File: src/rtl/trackball_if.sv
// -----------------------------------------------------------------------------
// trackball_if
// Bundles the mouse-side inputs and trakball-side outputs of the trackball
// sequencer so the top level and the testbench connect through one port.
//
// Signals:
//   mouse_pkt  ps2_mouse packet: [24] toggle, [23:16] dy, [15:8] dx,
//              [5] y sign, [4] x sign
//   sense      step period multiplier, period = BASE_DIV*(sense+1) cycles
//   invert     negate both axes
//   enable     0 pauses draining; packets are still accumulated
//   trak_o     {x_dir, x_clk, y_dir, y_clk}
//   x_pending  x accumulator non-zero
//   y_pending  y accumulator non-zero
//
// Transfer semantics: there is no valid/ready pair. A packet is offered by
// flipping mouse_pkt[24] and is consumed unconditionally on the next clk_sys
// edge; the sequencer never back-pressures. The payload must be stable on the
// edge where the toggle change is first seen.
// -----------------------------------------------------------------------------
interface trackball_if;
    logic [24:0] mouse_pkt;
    logic [2:0]  sense;
    logic        invert;
    logic        enable;
    logic [3:0]  trak_o;
    logic        x_pending;
    logic        y_pending;

    modport master (
        output mouse_pkt, sense, invert, enable,
        input  trak_o, x_pending, y_pending
    );

    modport slave (
        input  mouse_pkt, sense, invert, enable,
        output trak_o, x_pending, y_pending
    );
endinterface

File: src/rtl/trackball_sequencer.sv
// -----------------------------------------------------------------------------
// trackball_sequencer
// Turns PS/2 mouse packets into the direction/clock pairs sampled by the
// centipede core on trakball_i. Signed motion is accumulated per axis and
// drained one step per tick; the tick period is BASE_DIV*(sense+1) cycles.
//
// Ports:
//   clk_sys  system clock
//   reset    synchronous, active-high reset
//   bus      trackball_if.slave: mouse_pkt/sense/invert/enable in,
//            trak_o/x_pending/y_pending out
//
// Parameters:
//   ACC_W     accumulator width per axis (signed, >= 10)
//   BASE_DIV  clk_sys cycles per prescaler period (>= 1)
//   DIV_W     prescaler width, must hold BASE_DIV-1
// -----------------------------------------------------------------------------
module trackball_sequencer #(
    parameter int ACC_W    = 12,
    parameter int BASE_DIV = 256,
    parameter int DIV_W    = 9
) (
    input  logic          clk_sys,
    input  logic          reset,
    trackball_if.slave    bus
);

    // Sums are formed two bits wider than the accumulator so that
    // acc - step + delta can never wrap before it is clamped.
    localparam int SUM_W = ACC_W + 2;
    localparam logic signed [SUM_W-1:0] SAT_MAX  = SUM_W'((1 << (ACC_W - 1)) - 1);
    localparam logic signed [SUM_W-1:0] SAT_MIN  = -SAT_MAX;
    localparam logic signed [SUM_W-1:0] ONE      = SUM_W'(1);
    localparam logic [DIV_W-1:0]        DIV_LAST = DIV_W'(BASE_DIV - 1);

    logic [DIV_W-1:0]        pre_cnt;
    logic [2:0]              sub_cnt;
    logic                    last_tog;
    logic signed [ACC_W-1:0] acc_x, acc_y;
    logic signed [ACC_W-1:0] next_x, next_y;
    logic                    x_dir, x_clk, y_dir, y_clk;
    logic                    x_pend_q, y_pend_q;

    logic                    pkt;
    logic                    wrap;
    logic                    tick;
    logic                    x_step, y_step;
    logic signed [SUM_W-1:0] dx, dy;

    // Payload bits the core does not use (buttons, overflow flags).
    logic unused_pkt_bits;
    assign unused_pkt_bits = ^{bus.mouse_pkt[7:6], bus.mouse_pkt[3:0]};

    // Sign-extended 9-bit delta, optionally negated, zero without a packet.
    function automatic logic signed [SUM_W-1:0] delta(
        input logic       sgn,
        input logic [7:0] mag,
        input logic       inv,
        input logic       valid
    );
        logic signed [SUM_W-1:0] d;
        d = {{(SUM_W - 8){sgn}}, mag};
        if (inv) d = -d;
        if (!valid) d = '0;
        return d;
    endfunction

    // acc - sign(acc)*step + d, clamped symmetrically. The step sign is taken
    // from the pre-update accumulator; step is only requested when acc != 0.
    function automatic logic signed [ACC_W-1:0] acc_update(
        input logic signed [ACC_W-1:0] acc,
        input logic                    step,
        input logic signed [SUM_W-1:0] d
    );
        logic signed [SUM_W-1:0] sum;
        sum = {{2{acc[ACC_W-1]}}, acc} + d;
        if (step) begin
            if (acc[ACC_W-1]) sum = sum + ONE;
            else              sum = sum - ONE;
        end
        if (sum > SAT_MAX)      sum = SAT_MAX;
        else if (sum < SAT_MIN) sum = SAT_MIN;
        return sum[ACC_W-1:0];
    endfunction

    assign pkt  = bus.mouse_pkt[24] ^ last_tog;
    assign wrap = bus.enable && (pre_cnt == DIV_LAST);
    // >= rather than == so that lowering sense mid-count ticks at the next
    // wrap instead of waiting for sub_cnt to roll over.
    assign tick = wrap && (sub_cnt >= bus.sense);

    assign dx = delta(bus.mouse_pkt[4], bus.mouse_pkt[15:8],  bus.invert, pkt);
    assign dy = delta(bus.mouse_pkt[5], bus.mouse_pkt[23:16], bus.invert, pkt);

    assign x_step = tick && (acc_x != '0);
    assign y_step = tick && (acc_y != '0);

    assign next_x = acc_update(acc_x, x_step, dx);
    assign next_y = acc_update(acc_y, y_step, dy);

    always_ff @(posedge clk_sys) begin
        if (reset) begin
            pre_cnt  <= '0;
            sub_cnt  <= '0;
            // Capture the current toggle so a stale level is not a packet.
            last_tog <= bus.mouse_pkt[24];
            acc_x    <= '0;
            acc_y    <= '0;
            x_pend_q <= 1'b0;
            y_pend_q <= 1'b0;
            x_dir    <= 1'b0;
            x_clk    <= 1'b0;
            y_dir    <= 1'b0;
            y_clk    <= 1'b0;
        end else begin
            last_tog <= bus.mouse_pkt[24];

            if (bus.enable) begin
                if (wrap) begin
                    pre_cnt <= '0;
                    sub_cnt <= tick ? 3'd0 : sub_cnt + 3'd1;
                end else begin
                    pre_cnt <= pre_cnt + DIV_W'(1);
                end
            end

            acc_x    <= next_x;
            acc_y    <= next_y;
            x_pend_q <= (next_x != '0);
            y_pend_q <= (next_y != '0);

            // Stepping requires acc != 0, so a clear sign bit means acc > 0.
            if (x_step) begin
                x_dir <= ~acc_x[ACC_W-1];
                x_clk <= ~x_clk;
            end
            if (y_step) begin
                y_dir <= ~acc_y[ACC_W-1];
                y_clk <= ~y_clk;
            end
        end
    end

    assign bus.trak_o    = {x_dir, x_clk, y_dir, y_clk};
    assign bus.x_pending = x_pend_q;
    assign bus.y_pending = y_pend_q;

endmodule

File: src/flat_wrapper.sv
// flat-port wrapper written by rule: the top's interface ports become plain ports
module trackball_sequencer_flat 
#(
    parameter int ACC_W    = 12,
    parameter int BASE_DIV = 256,
    parameter int DIV_W    = 9
)
  (clk_sys, reset, bus_mouse_pkt, bus_sense, bus_invert, bus_enable, bus_trak_o, bus_x_pending, bus_y_pending);
  trackball_if bus_i ();
  input  logic clk_sys;
  input  logic reset;
  input wire logic [$bits(bus_i.mouse_pkt)-1:0] bus_mouse_pkt;
  input wire logic [$bits(bus_i.sense)-1:0] bus_sense;
  input wire logic [$bits(bus_i.invert)-1:0] bus_invert;
  input wire logic [$bits(bus_i.enable)-1:0] bus_enable;
  output wire logic [$bits(bus_i.trak_o)-1:0] bus_trak_o;
  output wire logic [$bits(bus_i.x_pending)-1:0] bus_x_pending;
  output wire logic [$bits(bus_i.y_pending)-1:0] bus_y_pending;
  assign bus_i.mouse_pkt = bus_mouse_pkt;
  assign bus_i.sense = bus_sense;
  assign bus_i.invert = bus_invert;
  assign bus_i.enable = bus_enable;
  assign bus_trak_o = bus_i.trak_o;
  assign bus_x_pending = bus_i.x_pending;
  assign bus_y_pending = bus_i.y_pending;
  trackball_sequencer #(.ACC_W(ACC_W), .BASE_DIV(BASE_DIV), .DIV_W(DIV_W)) u_core (.clk_sys(clk_sys), .reset(reset), .bus(bus_i));
endmodule
File: config.mk
export PLATFORM = sky130hd
export DESIGN_NAME = trackball_sequencer_flat
export DESIGN_NICKNAME = d
export VERILOG_FILES = /design/src/rtl/trackball_if.sv /design/src/rtl/trackball_sequencer.sv /design/src/flat_wrapper.sv
export SDC_FILE = /design/constraint.sdc
export NUM_CORES = 1
export LEC_CHECK = 0
export ABC_AREA = 1
export CELL_PAD_IN_SITES_DETAIL_PLACEMENT = 0
export CELL_PAD_IN_SITES_GLOBAL_PLACEMENT = 1
export CORE_MARGIN = 8
export CORE_UTILIZATION = 30
export CTS_BUF_LIST = sky130_fd_sc_hd__clkbuf_8 sky130_fd_sc_hd__clkbuf_16
export DETAILED_ROUTE_END_ITERATION = 8
export PLACE_DENSITY = 0.6
export SYNTH_ARGS = -nofsm -noshare
export SYNTH_HDL_FRONTEND = slang
export SYNTH_SLANG_ARGS = --single-unit
File: constraint.sdc
create_clock -name clk_sys -period 5.7 [get_ports clk_sys]
set_input_delay 1.14 -clock clk_sys [delete_from_list [all_inputs] [get_ports clk_sys]]
set_output_delay 1.14 -clock clk_sys [all_outputs]
set_load 0.01 [all_outputs]
==> flow_summary.ini <==
[logic_synthesis]
ys.flop_type = dfxtp_1
synth_cell_types = 44
syn_inst = 1000
synthTopCellsByArea = nand2_1, dfxtp_1, ha_1
synth_top_cell_by_area = nand2_1
yosysWarnings = 0
seq_area_frac_synth_pct = 15.0
synth_top_area_share_pct = 20.9
synth.avg_cell_area_um2 = 5.74
syn_nets = 1093
synthArstFlopShare_pct = 0
synthTopCellsByCount = nand2_1, inv_1, nand3_1
postSynthRegisterBits = 43
synth_edf_count = 0
syn_area_mm2 = 0.00574
yosysMostFrequentCell = nand2_1

[run]
drv_cap = 0

[place]
place_ws_ns = -0.0136
routabilityCongestion = 0.789
dp_hpwl_um = 14000
numPortBuffers = 31

[global_routing]
grt_max_degree = 22
grt.total_usage_pct = 14.4
antenna_found_initial = 0
grt_pass1_vias = 5871
grt.overflow.total = 0
grt_pass1_wl_um = 28200

[routing]
drt_iter0_drc = 259
routed_wl_um = 16700
wl_per_cell_um = 12.4
first_pass_iters = 4
viasPerCell = 4.50
vias = 6058
postRouteAntennaNets = 0
drc_errors = 0

[power]
comb_power_share_pct = 80.8
switching_power_mw = 1.92
ir_worst_vdd_mv = 0.136
cell_internal_pwr_mw = 1.81
swShare_pct = 51.4
p_clk_share_pct = 7.8
power_leakage_nw = 3.88
p_per_area_mw_per_mm2 = 516
p_seq_share_pct = 11.5

[final_layout]
syn_to_final_growth_pct = 25.6
antenna_cells = 0
fin_nets = 1203
drive_gt1_share_pct = 14.8

[setup_path]
critPathSlowestCell = clkdlybuf4s50_1
end_kind = flop
crit_type = primary input to flop
rrSetupSlack_ns = 1.36
cpMostUsedCell = nand2_1
reg2reg_to = u_core.bus.y_pending$_SDFF_PP0_
arrival_ns = 5.49
cp.required_ns = 5.87
crit_fanout = 11
startpoint_type = primary input
worst_path_largest_cell_delay_ns = 0.44
reg2reg_from = u_core.last_tog$_DFF_P_
ff2ff_path_depth = 32

[clock_tree]
clock_latency_ns = 0.29
numCtsBuffers = 5
h-tree-depth = 2
cts.clk_slew.worst_paths_ns = 0.06
tritoncts = done
clockBufferDepth = 2
cts_sinks = 43
postCtsHoldBufs = 0
cts_root_buffer = clkbuf_16

[sta]
tightest_slew_ns = 0.734
drv_slew = 0
holdWs_ns = 0.477
period_needed_ns = 5.32
hold_violations = 0
clock.fmax_ghz = 0.188
setup_slack_ns = 0.378
finalSetupViolations = 0
maxSlewHeadroom_pct = 50.9
skew_ns = 0.00466
fin_crit_sh_pct = 93.4
setup_tns_ns = 0

[die]
io_pins = 38
die_h_um = 154
dieArea_mm2 = 0.0238
die_w_um = 154
start_util_pct = 30.6
fp.coreArea_mm2 = 0.0188
core.rowCount = 50

[min_path]
hold_class = flop to flop
worstHoldStart = u_core.y_dir$_SDFFE_PP0P_
hold_end = u_core.y_dir$_SDFFE_PP0P_
hold_depth = 2

[run_status]
outcome = finished clean
## state kept, by name, summed over array words and instances, names as in the netlist, 3 cells and up
signal          cells
u_core.acc_x       12
u_core.acc_y       12
u_core.pre_cnt      9
u_core.sub_cnt      3
## per-layer routing
metal | up-vias | track usage [%] | wire length [um]
met4 | 0 | 2.52 | 115
met5 | - | 0 | 0
met3 | 8 | 2.03 | 487
li1 | 3412 | - | -
met1 | 2583 | 20.8 | 9210
met2 | 55 | 22.4 | 6850
## cells by family after synthesis
kind of cell               share of synthesized area, %
AOI/OAI and AO/OA                                  11.4
xor gates and xnor gates                           3.05
adders and majority gates                          13.8
DFF                                                15.0
buffers and inverters                              12.9
and+or+nand+nor                                    43.8
## worst max-delay path by stage
stage	from	end	slack, ns	cells past startpoint
2_1_floorplan	bus_invert	u_core.bus.x_pending$_SDFF_PP0_	0.87	30
3_3_place_gp	bus_mouse_pkt[16]	u_core.bus.y_pending$_SDFF_PP0_	-0.02	33
3_5_place_dp	bus_mouse_pkt[16]	u_core.bus.y_pending$_SDFF_PP0_	-0.01	33
4_1_cts	bus_mouse_pkt[16]	u_core.bus.y_pending$_SDFF_PP0_	0.27	33
5_1_grt	bus_invert	u_core.bus.y_pending$_SDFF_PP0_	-0.004	28
6_report	bus_mouse_pkt[24]	u_core.bus.y_pending$_SDFF_PP0_	0.38	33
## stage by stage
step                      utilization (%)  cells  cell area, um2  power [mW]
after floorplan                         -   1000            5740        2.36
after global routing                 38.4   1345            7210        4.21
after CTS                            37.3   1339            6990        3.60
after global placement               36.5   1331            6850        3.30
after detailed placement             36.5   1331            6850        3.29
final                                38.4   1345            7210        3.72
## power groups by stage
stage | sequential, mW | clock (mW) | combinational, mW
CTS | 0.426 | 0.302 | 2.87
detailed placement | 0.432 | 0 | 2.85
global route | 0.437 | 0.314 | 3.46
global placement | 0.435 | 0 | 2.87
finish | 0.427 | 0.289 | 3.01
floorplan | 0.410 | 0 | 1.96
## worst max-delay path, delay by kind of cell
family                   cells  cell delay [ns]
adder cells (fa/ha/maj)      2             0.69
buffers and inverters        5             1.05
AND/OR/NAND/NOR             20             1.94
AO/OA/AOI/OAI                6             0.65
## cell type report
type / instances / area, um2
Clock buffer: 5 / 125
Clock inverter: 3 / 16.3
Fill cell: 2142 / 11600
Inverter: 169 / 639
Multi-Input combinational cell: 773 / 4310
Sequential cell: 43 / 861
Tap cell: 234 / 293
Timing Repair Buffer: 118 / 963
## timing repair
item | CTS | global route
buffers inserted | 0 | 5
setup endpoints to repair | 0 | 15
resized for setup | 0 | 43
endpoints found under the hold margin | 0 | 0
## layout by cell type, fill, tap and decap left out, types with 6 or more instances in the layout
cell | synthesis | final
nor2_2 | 6 | 11
dfxtp_1 | 43 | 43
buf_4 | 6 | 87
a21oi_1 | 65 | 58
a211oi_1 | 6 | 6
o21bai_1 | 6 | 6
nand2_2 | 5 | 10
xor2_1 | 11 | 10
clkdlybuf4s50_1 | 0 | 31
nand4_1 | 11 | 11
a21oi_2 | 1 | 8
nand3_2 | 8 | 10
nor2_4 | 6 | 6
o21ai_1 | 1 | 6
nor2_1 | 92 | 87
inv_1 | 164 | 163
xnor2_1 | 9 | 6
ha_1 | 57 | 55
nand2_1 | 319 | 313
o21ai_0 | 32 | 26
nand3_1 | 93 | 91
nor3_1 | 12 | 11
(Power assumes the default switching activity.)
